<file path="src/rtl/ov5640_pkg.sv">
// Shared constants and FSM encoding for the OV5640 capture path.
package ov5640_pkg;

  localparam int unsigned COORD_W = 11;
  localparam int unsigned PIX_W   = 16;
  localparam logic [COORD_W-1:0] COORD_MAX = '1;

  typedef enum logic [1:0] {
    ST_IDLE  = 2'd0,
    ST_FRAME = 2'd1,
    ST_DONE  = 2'd2
  } state_t;

endpackage

</file>
<file path="src/rtl/ov5640_window_if.sv">
// Pixel stream in from the 8-to-16 packer and windowed pixel stream out.
interface ov5640_window_if;
  import ov5640_pkg::*;

  logic               pix_valid;
  logic [PIX_W-1:0]   pix_data;
  logic               win_valid;
  logic [PIX_W-1:0]   win_data;
  logic               win_sof;
  logic               win_eol;
  logic [COORD_W-1:0] win_x;
  logic [COORD_W-1:0] win_y;

  modport master (
    output pix_valid, pix_data,
    input  win_valid, win_data, win_sof, win_eol, win_x, win_y
  );

  modport slave (
    input  pix_valid, pix_data,
    output win_valid, win_data, win_sof, win_eol, win_x, win_y
  );

endinterface

</file>
<file path="src/rtl/ov5640_edge_det.sv">
// Registered rise/fall detector for a raw camera sync line.
module ov5640_edge_det #(
  parameter bit RST_VAL = 1'b1
) (
  input  logic ov5640_pclk,
  input  logic sys_rst_n,
  input  logic sig,
  output logic rise_c,
  output logic fall_c
);

  logic sig_d;

  // Resetting high means a line already asserted at reset release is not a rise.
  always_ff @(posedge ov5640_pclk or negedge sys_rst_n) begin
    if (!sys_rst_n) sig_d <= RST_VAL;
    else            sig_d <= sig;
  end

  assign rise_c = sig & ~sig_d;
  assign fall_c = ~sig & sig_d;

endmodule

</file>
<file path="src/rtl/ov5640_window.sv">
// Crops a WIN_W x WIN_H window out of the OV5640 RGB565 stream and tracks frames.
// Optional line statistics are built when OV5640_WINDOW_STATS_EN is defined.
module ov5640_window
  import ov5640_pkg::*;
#(
  parameter int unsigned IMG_W  = 640,
  parameter int unsigned IMG_H  = 480,
  parameter int unsigned WIN_X0 = 0,
  parameter int unsigned WIN_Y0 = 0,
  parameter int unsigned WIN_W  = 320,
  parameter int unsigned WIN_H  = 240
) (
  input  logic               ov5640_pclk,
  input  logic               sys_rst_n,
  input  logic               ov5640_vsync,
  input  logic               ov5640_href,
  ov5640_window_if.slave     bus,
  output logic               frame_done,
  output logic [COORD_W-1:0] stat_lines,
  output logic               stat_err
);

  localparam logic [COORD_W-1:0] X_LO   = COORD_W'(WIN_X0);
  localparam logic [COORD_W-1:0] Y_LO   = COORD_W'(WIN_Y0);
  localparam logic [COORD_W-1:0] X_HI   = COORD_W'(WIN_X0 + WIN_W);
  localparam logic [COORD_W-1:0] Y_HI   = COORD_W'(WIN_Y0 + WIN_H);
  localparam logic [COORD_W-1:0] X_LAST = COORD_W'(WIN_X0 + WIN_W - 1);
  localparam bit unused_cfg_ok = (WIN_X0 + WIN_W <= IMG_W) && (WIN_Y0 + WIN_H <= IMG_H);

  state_t             state, state_n;
  logic               vs_rise_c, vs_fall_c, hs_rise_c, hs_fall_c;
  logic [COORD_W-1:0] x, y, x_after_c;
  logic               first_line;
  logic               pix_take_c, in_win_c, frame_done_c;
  logic               unused_falls;

  ov5640_edge_det u_vs_det (
    .ov5640_pclk (ov5640_pclk), .sys_rst_n (sys_rst_n),
    .sig (ov5640_vsync), .rise_c (vs_rise_c), .fall_c (vs_fall_c)
  );

  ov5640_edge_det u_hs_det (
    .ov5640_pclk (ov5640_pclk), .sys_rst_n (sys_rst_n),
    .sig (ov5640_href), .rise_c (hs_rise_c), .fall_c (hs_fall_c)
  );

  // Falls are deliberately ignored: a late pixel after href drops stays in its line.
  assign unused_falls = vs_fall_c ^ hs_fall_c;

  always_ff @(posedge ov5640_pclk or negedge sys_rst_n) begin
    if (!sys_rst_n) state <= ST_IDLE;
    else            state <= state_n;
  end

  always_comb begin
    state_n = state;
    case (state)
      ST_IDLE:  if (vs_rise_c) state_n = ST_FRAME;
      ST_FRAME: if (vs_rise_c) state_n = ST_DONE;
      ST_DONE:  state_n = ST_FRAME;
      default:  state_n = ST_IDLE;
    endcase
  end

  always_comb begin
    frame_done_c = 1'b0;
    pix_take_c   = 1'b0;
    if (state == ST_FRAME && vs_rise_c) frame_done_c = 1'b1;
    if (state != ST_IDLE && !first_line && bus.pix_valid) pix_take_c = 1'b1;
  end

  assign x_after_c = (pix_take_c && x != COORD_MAX) ? x + COORD_W'(1) : x;
  assign in_win_c  = pix_take_c && (x >= X_LO) && (x < X_HI) && (y >= Y_LO) && (y < Y_HI);

  // Current pixel always uses the pre-update counters; syncs then override.
  always_ff @(posedge ov5640_pclk or negedge sys_rst_n) begin
    if (!sys_rst_n) begin
      x          <= '0;
      y          <= '0;
      first_line <= 1'b1;
    end else if (vs_rise_c) begin
      x          <= '0;
      y          <= '0;
      first_line <= 1'b1;
    end else if (hs_rise_c && state != ST_IDLE) begin
      x <= '0;
      if (first_line) begin
        y          <= '0;
        first_line <= 1'b0;
      end else if (y != COORD_MAX) begin
        y <= y + COORD_W'(1);
      end
    end else begin
      x <= x_after_c;
    end
  end

  always_ff @(posedge ov5640_pclk or negedge sys_rst_n) begin
    if (!sys_rst_n) begin
      bus.win_valid <= 1'b0;
      bus.win_data  <= '0;
      bus.win_sof   <= 1'b0;
      bus.win_eol   <= 1'b0;
      bus.win_x     <= '0;
      bus.win_y     <= '0;
      frame_done    <= 1'b0;
    end else begin
      bus.win_valid <= in_win_c;
      frame_done    <= frame_done_c;
      if (in_win_c) begin
        bus.win_data <= bus.pix_data;
        bus.win_x    <= x - X_LO;
        bus.win_y    <= y - Y_LO;
        bus.win_sof  <= (x == X_LO) && (y == Y_LO);
        bus.win_eol  <= (x == X_LAST);
      end
    end
  end

`ifdef OV5640_WINDOW_STATS_EN
  logic line_chk_c;

  // A line is closed by the next href rise or by the frame's vsync rise.
  assign line_chk_c = (state != ST_IDLE) && !first_line && (vs_rise_c || hs_rise_c);

  always_ff @(posedge ov5640_pclk or negedge sys_rst_n) begin
    if (!sys_rst_n) begin
      stat_lines <= '0;
      stat_err   <= 1'b0;
    end else begin
      if (state == ST_FRAME && vs_rise_c)
        stat_lines <= first_line ? '0 : ((y == COORD_MAX) ? y : y + COORD_W'(1));
      if (line_chk_c && x_after_c != COORD_W'(IMG_W))
        stat_err <= 1'b1;
    end
  end
`else
  assign stat_lines = '0;
  assign stat_err   = 1'b0;
`endif

endmodule
</file>
<file path="src/flat_wrapper.sv">
// flat-port wrapper written by rule: the top's interface ports become plain ports
module ov5640_window_flat import ov5640_pkg::*;
#(
  parameter int unsigned IMG_W  = 640,
  parameter int unsigned IMG_H  = 480,
  parameter int unsigned WIN_X0 = 0,
  parameter int unsigned WIN_Y0 = 0,
  parameter int unsigned WIN_W  = 320,
  parameter int unsigned WIN_H  = 240
)
  (ov5640_pclk, sys_rst_n, ov5640_vsync, ov5640_href, frame_done, stat_lines, stat_err, bus_pix_valid, bus_pix_data, bus_win_valid, bus_win_data, bus_win_sof, bus_win_eol, bus_win_x, bus_win_y);
  ov5640_window_if bus_i ();
  input  logic ov5640_pclk;
  input  logic sys_rst_n;
  input  logic ov5640_vsync;
  input  logic ov5640_href;
  output logic frame_done;
  output logic [COORD_W-1:0] stat_lines;
  output logic stat_err;
  input wire logic [$bits(bus_i.pix_valid)-1:0] bus_pix_valid;
  input wire logic [$bits(bus_i.pix_data)-1:0] bus_pix_data;
  output wire logic [$bits(bus_i.win_valid)-1:0] bus_win_valid;
  output wire logic [$bits(bus_i.win_data)-1:0] bus_win_data;
  output wire logic [$bits(bus_i.win_sof)-1:0] bus_win_sof;
  output wire logic [$bits(bus_i.win_eol)-1:0] bus_win_eol;
  output wire logic [$bits(bus_i.win_x)-1:0] bus_win_x;
  output wire logic [$bits(bus_i.win_y)-1:0] bus_win_y;
  assign bus_i.pix_valid = bus_pix_valid;
  assign bus_i.pix_data = bus_pix_data;
  assign bus_win_valid = bus_i.win_valid;
  assign bus_win_data = bus_i.win_data;
  assign bus_win_sof = bus_i.win_sof;
  assign bus_win_eol = bus_i.win_eol;
  assign bus_win_x = bus_i.win_x;
  assign bus_win_y = bus_i.win_y;
  ov5640_window #(.IMG_W(IMG_W), .IMG_H(IMG_H), .WIN_X0(WIN_X0), .WIN_Y0(WIN_Y0), .WIN_W(WIN_W), .WIN_H(WIN_H)) u_core (.ov5640_pclk(ov5640_pclk), .sys_rst_n(sys_rst_n), .ov5640_vsync(ov5640_vsync), .ov5640_href(ov5640_href), .bus(bus_i), .frame_done(frame_done), .stat_lines(stat_lines), .stat_err(stat_err));
endmodule
</file>
<file path="config.mk">
export PLATFORM = sky130hd
export DESIGN_NAME = ov5640_window_flat
export DESIGN_NICKNAME = d
export VERILOG_FILES = /design/src/rtl/ov5640_pkg.sv /design/src/rtl/ov5640_window_if.sv /design/src/rtl/ov5640_edge_det.sv /design/src/rtl/ov5640_window.sv /design/src/flat_wrapper.sv
export SDC_FILE = /design/constraint.sdc
export NUM_CORES = 1
export LEC_CHECK = 0
export BUFFER_PORTS_ARGS = -buffer_cell sky130_fd_sc_hd__buf_2
export CORE_MARGIN = 1.5
export CORE_UTILIZATION = 30
export CTS_CLUSTER_SIZE = 20
export DETAILED_ROUTE_END_ITERATION = 8
export GPL_ROUTABILITY_DRIVEN = 1
export HOLD_SLACK_MARGIN = 0.12
export PLACE_DENSITY = 0.51
export SYNTH_ARGS = -nofsm -noshare
export SYNTH_HDL_FRONTEND = slang
export SYNTH_SLANG_ARGS = --single-unit
</file>
<file path="constraint.sdc">
create_clock -name ov5640_pclk -period 1.9 [get_ports ov5640_pclk]
set_input_delay 0.19 -clock ov5640_pclk [delete_from_list [all_inputs] [get_ports ov5640_pclk]]
set_output_delay 0.19 -clock ov5640_pclk [all_outputs]
set_load 0.01 [all_outputs]
</file>
==> flow_summary.toml <==
[logic_synthesis]
yosysMostFrequentCell = "dfrtp_1"
syn_area_mm2 = 0.003181
synth_seq_cells = 69
synthArstFlopShare_pct = 100.0
netlist_top_cells_count = "dfrtp_1 (66), nor2_1 (26), mux2_4 (23)"
synth-edff-count = 0
synth_area_per_cell_um2 = 11.65
yosysTopAreaCellShare_pct = 51.93
synth.distinct_cells = 46
yosysWarnings = 0
synthCells = 273
ys_top_cells_by_area = "dfrtp_1 (52%), mux2_4 (11%), buf_4 (3.1%)"
synthFlopType = "dfrtp_1"
synth_top_cell_by_area = "dfrtp_1"
synth-seq-area-share_pct = 54.41

[placement]
placed_cells = 486
hpwl_um = 4801
port_buffers = 62
routabilityCongestion = 0.8534
post_dp_cell_area_mm2 = 0.003792

[routing]
via_count = 2350
first_pass_iters = 4
drt_iter0_drc = 116
wl_per_cell_um = 13.16
drc = 0
finalWirelength_um = 6855
ant_nets = 0
via_per_inst = 4.511

[die]
die_w_um = 106.0
die_y_um = 106.0
initial_core_util_pct = 30.81
rows = 37
core_mm2 = 0.01032
io_pins = 75
dieArea_mm2 = 0.01123

[grt]
grt_usage_pct = 12.80
overflow = 0
grt_pass1_wl_um = 11250
grt_max_degree = 70
antenna_found_initial = 0
grt_pass1_vias = 2310

[final_layout]
nNetsFinal = 405
synthToLayoutAreaGrowth_pct = 31.86
seqCellArea_mm2 = 0.001730
nFillCells = 1012
multi_input_area_mm2 = 0.001323
design_area_mm2 = 0.004194
drive_above_1_share_pct = 37.40
diodes = 0
stdcell_count = 521
fin_util_pct = 40.63

[critical_path]
startpoint_type = "register"
end_kind = "register"
cp-endpoint = "u_core.bus.win_data[0]"
arrival_ps = 2080
worstSetupPathType = "register to register"
cp.required_ps = 2130
rr_endpoint = "u_core.bus.win_data[0]"
reg2reg_depth = 5
timing.rr.start = "u_core.x[10]"
r2r_slack_ps = 50
crit_fanout = 7
crit_start = "u_core.x[10]"

[clocking]
clock_latency_ps = 350
path_clk_slew_ps = 70
cts_made_buffers = 9
clock-root-buffer = "clkbuf_8"
clockBufferDepth = 2
htree_num_levels = 3
cts.sinks = 69
cts_tree = "built"

[power]
ir_worst_vdd_mv = 0.3796
p_leak_uw = 0.002117
power.density_mw_per_mm2 = 1042

[status]
status = "completed"

[timing]
finalHoldViolCount = 0
grt_setup_unrepaired = "true"
min_period_over_period_pct = 97.15
clock-skew-final_ps = 7.568
max_freq_mhz = 541.7
period_minus_slack_ps = 1846
setup_viol = 0
maxSlewViolCount = 0
whs_ps = 283.3

[hold_path]
hold_class = "primary input to register"

[job]
drv_cap = 0
==> final cells by class <==
class	count	area share [%]
sequential	69	41.26
multi-input combinational	185	31.53
timing repair buffer	109	17.84
tap	136	4.057
clock buffer	10	3.282
clock inverter	6	1.492
inverter	6	0.5370
==> cell usage in the layout, fill, tap and decap left out, drive strengths merged, types with 2 or more instances in the layout <==
master	n
nand2b	3
nor3b	3
nand2	16
dfstp	3
conb	12
and3	2
mux2	28
o41ai	2
or2	2
and2	6
ha	4
clkbuf	10
dlygate4sd3	19
a21oi	3
a31oi	3
and3b	2
nor4b	2
nand4	7
o31ai	4
buf	90
xnor2	6
nor3	2
xor2	2
nand3	14
nor4	4
nor2	27
clkinv	5
or4	2
inv	6
dfrtp	66
o21ai	20
==> worst max-delay path, stage by stage (launching register included) <==
cell	delay, ps
dfrtp_1	430
or4_4	510
nor2_4	130
nand4_4	140
buf_4	220
mux2_4	300
==> logic make-up after synthesis <==
| logic type | Yosys count | share of synthesized area (%) |
|---|---|---|
| other | 1 | 0.1179 |
| DFF | 69 | 54.41 |
| buffers and inverters | 30 | 5.664 |
| and+or+nand+nor | 94 | 15.81 |
| xor gates and xnor gates | 8 | 2.203 |
| muxes | 29 | 12.94 |
| adders and majority gates | 4 | 1.574 |
| AOI/OAI and AO/OA | 38 | 7.278 |
==> how the worst min path moves through the flow <==
| stage | from | endpoint | slack [ps] | depth (start not counted) |
|---|---|---|---|---|
| 2_1_floorplan | sys_rst_n | u_core.bus.win_data[0] | -110 | 0 |
| 3_3_place_gp | sys_rst_n | u_core.bus.win_data[14] | 250 | 2 |
| 3_5_place_dp | sys_rst_n | u_core.bus.win_data[11] | 250 | 2 |
| 4_1_cts | ov5640_vsync | u_core.first_line | 270 | 3 |
| 5_1_grt | ov5640_vsync | u_core.first_line | 290 | 3 |
| 6_report | ov5640_vsync | u_core.first_line | 280 | 3 |
==> repair_timing <==
item                       in CTS  in global routing
hold buffers                   19                  0
buffers inserted                0                  0
resized for setup               0                  2
hold endpoints to repair       84                  0
setup endpoints to repair       0                 26
==> per-layer routing <==
layer  part of all wire (%)  track usage [%]  wire length (um)  up-vias
met5                      0                0                 0        -
met4                    1.5            5.019               104        0
met3                    5.3            3.188               366       10
met2                     44            19.99              3033       70
met1                     49            17.06              3350     1121
li1                       -                -                 -     1149
==> state kept, by name, indices dropped and copies added, names as in the netlist <==
register               cells
u_core.x                  11
u_core.y                  11
u_core.u_vs_det.sig_d      1
u_core.bus.win_x          11
u_core.frame_done          1
u_core.bus.win_y          11
u_core.bus.win_sof         1
u_core.bus.win_data       16
u_core.bus.win_valid       1
u_core.u_hs_det.sig_d      1
u_core.state               2
u_core.bus.win_eol         1
u_core.first_line          1
==> metrics by stage <==
stage	worst slack, ps	total power [uW]	setup TNS, ps
2_1_floorplan	32.72	2685	0
3_3_place_gp	92.34	3137	0
3_5_place_dp	53.15	3173	0
4_1_cts	37.63	4440	0
5_1_grt	-14.62	4643	-61.18
6_report	54.06	4370	0
==> power breakdown <==
part / leakage, uW / switching [uW] / internal (uW)
registers: 0.000911 / 167 / 1750
logic: 0.00110 / 578 / 661
clock network: 0.000106 / 573 / 639
Note: power is estimated with default switching activity, not from simulation.
